<file path="src/rtl/cla_pp_accum_seq_pkg.sv">
// Shared definitions for the partial-product accumulation sequencer.
package cla_pp_accum_seq_pkg;

  localparam int W  = 24;      // shared adder / partial-product width (fixed)
  localparam int H  = W / 2;   // column shift between partial products
  localparam int PW = 2 * W;   // final product width

  typedef enum logic [2:0] {
    ST_IDLE = 3'd0,
    ST_MID  = 3'd1,
    ST_LOW  = 3'd2,
    ST_HIGH = 3'd3,
    ST_DONE = 3'd4
  } state_e;

endpackage

</file>
<file path="src/rtl/cla_pp_accum_seq_cla.sv">
// 24-bit carry-lookahead adder: six 4-bit lookahead groups, group carries
// chained through group generate/propagate terms.
module FA_lookahead_24bit (
  input  logic [23:0] a,
  input  logic [23:0] b,
  input  logic        cin,
  output logic [23:0] sum,
  output logic        cout
);

  logic [23:0] g;
  logic [23:0] p;
  logic [23:0] c;
  logic [6:0]  gc;

  // Per-bit generate/propagate, in-group lookahead carries, group carry chain.
  always_comb begin
    g  = a & b;
    p  = a ^ b;
    c  = '0;
    gc = '0;
    gc[0] = cin;
    for (int k = 0; k < 6; k++) begin
      c[4*k]   = gc[k];
      c[4*k+1] = g[4*k] | (p[4*k] & gc[k]);
      c[4*k+2] = g[4*k+1] | (p[4*k+1] & g[4*k]) | (p[4*k+1] & p[4*k] & gc[k]);
      c[4*k+3] = g[4*k+2] | (p[4*k+2] & g[4*k+1]) | (p[4*k+2] & p[4*k+1] & g[4*k])
               | (p[4*k+2] & p[4*k+1] & p[4*k] & gc[k]);
      gc[k+1]  = g[4*k+3] | (p[4*k+3] & g[4*k+2]) | (p[4*k+3] & p[4*k+2] & g[4*k+1])
               | (p[4*k+3] & p[4*k+2] & p[4*k+1] & g[4*k])
               | (p[4*k+3] & p[4*k+2] & p[4*k+1] & p[4*k] & gc[k]);
    end
    sum  = p ^ c;
    cout = gc[6];
  end

endmodule

</file>
<file path="src/rtl/cla_pp_accum_seq.sv">
// Sums the four 24-bit partial products of a 24x24 multiply into a 48-bit
// product in three passes through one shared 24-bit CLA:
//   MID : T,c1  = LH + HL
//   LOW : P[35:12],c2 = {HH[11:0],LL[23:12]} + T ; P[11:0] = LL[11:0]
//   HIGH: P[47:36] = HH[23:12] + c1 + c2
//
// Handshake: a transfer occurs on an edge where valid & ready are both high.
// The producer holds valid and data until then; ready never depends on valid.
// in_ready is combinational from out_ready (a product leaving DONE frees the
// slot in the same cycle) and is forced low while rst is high.
module cla_pp_accum_seq
  import cla_pp_accum_seq_pkg::*;
(
  input  logic          clk,
  input  logic          rst,
  input  logic          in_valid,
  output logic          in_ready,
  input  logic [W-1:0]  pp_ll,
  input  logic [W-1:0]  pp_lh,
  input  logic [W-1:0]  pp_hl,
  input  logic [W-1:0]  pp_hh,
  output logic          out_valid,
  input  logic          out_ready,
  output logic [PW-1:0] product,
  output logic          busy,
  output state_e        dbg_state
);

  state_e        state_q, state_d;
  logic [W-1:0]  ll_q, lh_q, hl_q, hh_q;
  logic [W-1:0]  t_q;
  logic          c1_q, c2_q;
  logic [PW-1:0] prod_q;

  logic [W-1:0]  add_a, add_b, add_sum;
  logic          add_cin, add_cout;
  logic          accept;

  assign in_ready  = ~rst & ((state_q == ST_IDLE) | ((state_q == ST_DONE) & out_ready));
  assign accept    = in_valid & in_ready;
  assign out_valid = (state_q == ST_DONE);
  assign busy      = (state_q != ST_IDLE);
  assign dbg_state = state_q;
  // Only a finished product is ever visible on the output.
  assign product   = (state_q == ST_DONE) ? prod_q : '0;

  // Next-state selection.
  always_comb begin
    state_d = state_q;
    case (state_q)
      ST_IDLE: if (accept) state_d = ST_MID;
      ST_MID:  state_d = ST_LOW;
      ST_LOW:  state_d = ST_HIGH;
      ST_HIGH: state_d = ST_DONE;
      ST_DONE: if (out_ready) state_d = in_valid ? ST_MID : ST_IDLE;
      default: state_d = ST_IDLE;
    endcase
  end

  // Adder operand mux, driven only by state; idle states hold the adder at zero.
  always_comb begin
    add_a   = '0;
    add_b   = '0;
    add_cin = 1'b0;
    case (state_q)
      ST_MID: begin
        add_a = lh_q;
        add_b = hl_q;
      end
      ST_LOW: begin
        add_a = {hh_q[H-1:0], ll_q[W-1:H]};
        add_b = t_q;
      end
      ST_HIGH: begin
        add_a   = {{H{1'b0}}, hh_q[W-1:H]};
        add_b   = {{(W-1){1'b0}}, c1_q};
        add_cin = c2_q;
      end
      default: ;
    endcase
  end

  FA_lookahead_24bit u_add (
    .a    (add_a),
    .b    (add_b),
    .cin  (add_cin),
    .sum  (add_sum),
    .cout (add_cout)
  );

  // State, operand latches and per-pass result capture.
  always_ff @(posedge clk) begin
    if (rst) begin
      state_q <= ST_IDLE;
      ll_q    <= '0;
      lh_q    <= '0;
      hl_q    <= '0;
      hh_q    <= '0;
      t_q     <= '0;
      c1_q    <= 1'b0;
      c2_q    <= 1'b0;
      prod_q  <= '0;
    end else begin
      state_q <= state_d;
      if (accept) begin
        ll_q <= pp_ll;
        lh_q <= pp_lh;
        hl_q <= pp_hl;
        hh_q <= pp_hh;
      end
      case (state_q)
        ST_MID: begin
          t_q  <= add_sum;
          c1_q <= add_cout;
        end
        ST_LOW: begin
          prod_q[W+H-1:0] <= {add_sum, ll_q[H-1:0]};
          c2_q            <= add_cout;
        end
        ST_HIGH: prod_q[PW-1:W+H] <= add_sum[H-1:0];
        default: ;
      endcase
    end
  end

endmodule

</file>
<file path="config.mk">
export PLATFORM = sky130hd
export DESIGN_NAME = cla_pp_accum_seq
export DESIGN_NICKNAME = d
export VERILOG_FILES = /design/src/rtl/cla_pp_accum_seq_pkg.sv /design/src/rtl/cla_pp_accum_seq_cla.sv /design/src/rtl/cla_pp_accum_seq.sv
export SDC_FILE = /design/constraint.sdc
export NUM_CORES = 1
export LEC_CHECK = 0
export CORE_MARGIN = 2
export CORE_UTILIZATION = 54
export CTS_BUF_LIST = sky130_fd_sc_hd__clkbuf_2
export DETAILED_ROUTE_END_ITERATION = 10
export PLACE_DENSITY = 0.82
export SYNTH_ARGS = -nofsm -noshare
export SYNTH_HDL_FRONTEND = slang
export SYNTH_SLANG_ARGS = --single-unit
export TNS_END_PERCENT = 1
</file>
<file path="constraint.sdc">
create_clock -name clk -period 5.3 [get_ports clk]
set_clock_uncertainty 0.15 [all_clocks]
set_input_delay 1.06 -clock clk [delete_from_list [all_inputs] [get_ports clk]]
set_output_delay 1.06 -clock clk [all_outputs]
set_load 0.02 [all_outputs]
</file>
==> results.yml <==
run_status:
  status: "finished, final reports clean"
clock_network:
  cts_setup_buffers: 0
  ctsLongestPathBuffers: 2
  cts_buffers: 17
  clk_pin_slew_ns: 0.23
  cts_root_buffer: "clkbuf_2"
  clock_latency_ns: 0.77
  cts_hold_buf: 0
  clkSinkCount: 173
  cts_max_level: 4
  cts_tree: "yes"
  cts_resized: 0
synth:
  yosysWarnings: 0
  yosysUniqueCellTypes: 49
  synth-edff-count: 0
  syn_area_per_cell_um2: 8.122
  seq_area_frac_synth_pct: 41.64
  syn_nets: 1154
  ys_async_sr_fraction_pct: 0
  ys.flop_type: "dfxtp_1"
  ys_ff_latch: 173
  syn_area_mm2: 0.008317
  synthCells: 1024
setup_path:
  crit_path_start_kind: "flop"
  critPathKind: "reg -> reg"
  reg2regPathDepth: 13
  slowest_stage: "buf_4"
  arrival_ns: 4.72
  crit_path_max_fanout: 53
  cp_top_family: "compound AO/OA/AOI/OAI gates"
  r2r-end: "t_q[21]$_SDFFE_PP0N_"
  worstPathRequired_ns: 5.82
  max_stage_delay_ns: 0.48
  r2r_slack_ns: 1.10
  endpoint_kind: "flop"
  critical_path.cell_chain: "buf_4, nor3b_2, buf_4, a22o_1, ha_1, a21o_1, a31oi_1, o2bb2ai_1, a211oi_1, nand2_1, fa_1, xnor2_1, a211oi_1"
  worst-path-buf-inv: 2
  r2r-start: "dbg_state[0]$_SDFFE_PP0P_"
floorplan:
  design.core.area_mm2: 0.01515
  die_w_um: 128.1
  die_y_um: 128.1
  initial_core_util_pct: 54.91
  pin_count: 154
  row_count: 45
  die_area_mm2: 0.01641
flow_run:
  maxCapViolCount: 0
layout:
  final_area_mm2: 0.01009
  final_cell_mix: "288 x nand2_1, 173 x dfxtp_1, 152 x clkdlybuf4s50_1"
  fin_cells: 1330
  final_common_cell: "nand2_1"
  fin_nets: 1259
  area_delta_synth_final_pct: 21.33
  postLayoutCoreUtil_pct: 66.63
  drive_above_1_share_pct: 5.697
grt:
  grt_remaining_overflow: 0
  antenna_found_initial: 1
  grt_pass1_wl_um: 32800
  grt_pass1_vias: 6632
  grtUsageTotal_pct: 24.99
  grt_max_degree: 97
worst_hold_path:
  holdPathEnd: "prod_q[8]$_SDFFE_PP0N_"
  min_from: "ll_q[8]$_SDFFE_PP0P_"
  hold_depth: 2
  hold_class: "reg -> reg"
timing:
  rsz0062_at_grt: "no"
  fin_tns_setup_ns: 0
  period_minus_slack_ns: 4.203
  worst_pin_slew_ns: 0.9882
  hold_viol: 0
  finalSetupViolations: 0
  fmax_mhz: 237.9
  period_share_pct: 79.30
  maxSlewHeadroom_pct: 34.12
  drv_slew: 0
drt:
  drc: 0
  drt-total-wl_um: 20360
  vias_per_cell: 5.514
  num_vias: 7334
  wl_per_cell_um: 15.30
  drt-initial-drc-count: 557
  antenna_left: 0
  dr.pass1.iters: 5
pwr:
  power_uw: 2543
  ir_drop_mv: 0.1413
  powerDensity_mw_per_mm2: 252.0
  p_clk_share_pct: 25.3
  p_sw_share_pct: 28.95
  p_switching_uw: 736.0
  power_frac_comb_pct: 17.6
  p_leak_uw: 0.004144
  seqPwrFrac_pct: 57.1
  intPower_uw: 1807
placement:
  place.gp.congestion: 0.9451
  dp_hpwl_um: 14130
  port_buffers: 153
  place_inst: 1298
  place_area_mm2: 0.009882
flip-flops by register name, summed over array words and instances, names as in the netlist:
signal     flops
prod_q        48
hh_q          24
hl_q          24
lh_q          24
ll_q          24
t_q           24
dbg_state      3
c1_q           1
c2_q           1
per-stage QoR:
step           hold WS (ns)  setup slack, ns
6_report             0.3031            1.097
5_1_grt              0.3374           0.7138
4_1_cts              0.3023            1.153
3_5_place_dp         0.2925            1.205
3_3_place_gp         0.2864            1.286
2_1_floorplan        0.2667            1.248
worst max-delay path by stage:
stage	startpoint	endpoint	slack, ns	cells after the start
2_1_floorplan	dbg_state[1]$_SDFFE_PP0P_	prod_q[28]$_SDFFE_PP0N_	1.25	15
3_3_place_gp	out_ready	in_ready	1.29	5
3_5_place_dp	dbg_state[0]$_SDFFE_PP0P_	t_q[21]$_SDFFE_PP0N_	1.21	13
4_1_cts	dbg_state[0]$_SDFFE_PP0P_	t_q[21]$_SDFFE_PP0N_	1.15	13
5_1_grt	dbg_state[0]$_SDFFE_PP0P_	t_q[17]$_SDFFE_PP0N_	0.71	13
6_report	dbg_state[0]$_SDFFE_PP0P_	t_q[21]$_SDFFE_PP0N_	1.10	13
power by group through the flow:
stage	registers [µW]	clock network, µW	logic, µW
6_report	1450	643	447
3_3_place_gp	1480	0	434
5_1_grt	1460	704	491
4_1_cts	1450	657	446
3_5_place_dp	1480	0	443
2_1_floorplan	1450	0	291
metal layers:
layer	global-route usage, %	up-vias	share of wire [%]
li1	-	3690	-
met1	37.14	3368	50
met2	36.71	249	42
met3	4.257	27	6.3
met4	8.274	0	1.6
met5	0	-	0
final cells by class:
cell class                 instances  area [µm²]
multi-input combinational        766        4546
fill                            1300        5055
inverter                           7       26.28
clock inverter                     9       96.34
timing repair buffer             164        1612
tap                              188       235.2
clock buffer                      22       110.1
sequential                       173        3463
antenna                            1       2.502
cells in the mapped netlist (3+ instances only):
cell,count,share of area (%)
a21oi_1,58,3.5
nand2_1,289,13
a22oi_1,14,1.3
or3b_2,3,0.32
a22o_1,37,3.9
buf_1,3,0.14
buf_2,5,0.30
nand2b_1,6,0.45
nor2_1,48,2.2
mux2_2,14,1.9
inv_1,7,0.32
o311ai_0,5,0.53
dfxtp_1,173,42
a21o_1,5,0.45
a211oi_1,16,1.4
and2_1,50,3.8
xnor2_1,11,1.2
ha_1,24,3.6
a31oi_1,3,0.23
nor3b_1,6,0.54
nand3_1,11,0.66
fa_1,6,1.4
nand3b_1,100,9.0
o21a_1,5,0.45
nand4_1,5,0.38
o21ai_0,13,0.78
clkbuf_1,68,3.1
nor3_1,9,0.54
cells by family (layout without fill, tap and decap cells):
kind of cell               Yosys count  in the layout  share of synthesized area (%)
xor gates and xnor gates            13             13                          1.369
and+or+nand+nor                    539            539                          32.10
other                                0              1                              0
muxes                               16             16                          2.136
adders and majority gates           30             30                          5.055
buffers and inverters               85            202                          4.002
AOI/OAI and AO/OA                  168            168                          13.69
DFF                                173            173                          41.64
worst min-delay path, stage by stage (launching register included):
cell and delay, ns:
dfxtp_1 0.35, nand2_1 0.06, a21oi_1 0.05
(Power assumes the default switching activity.)
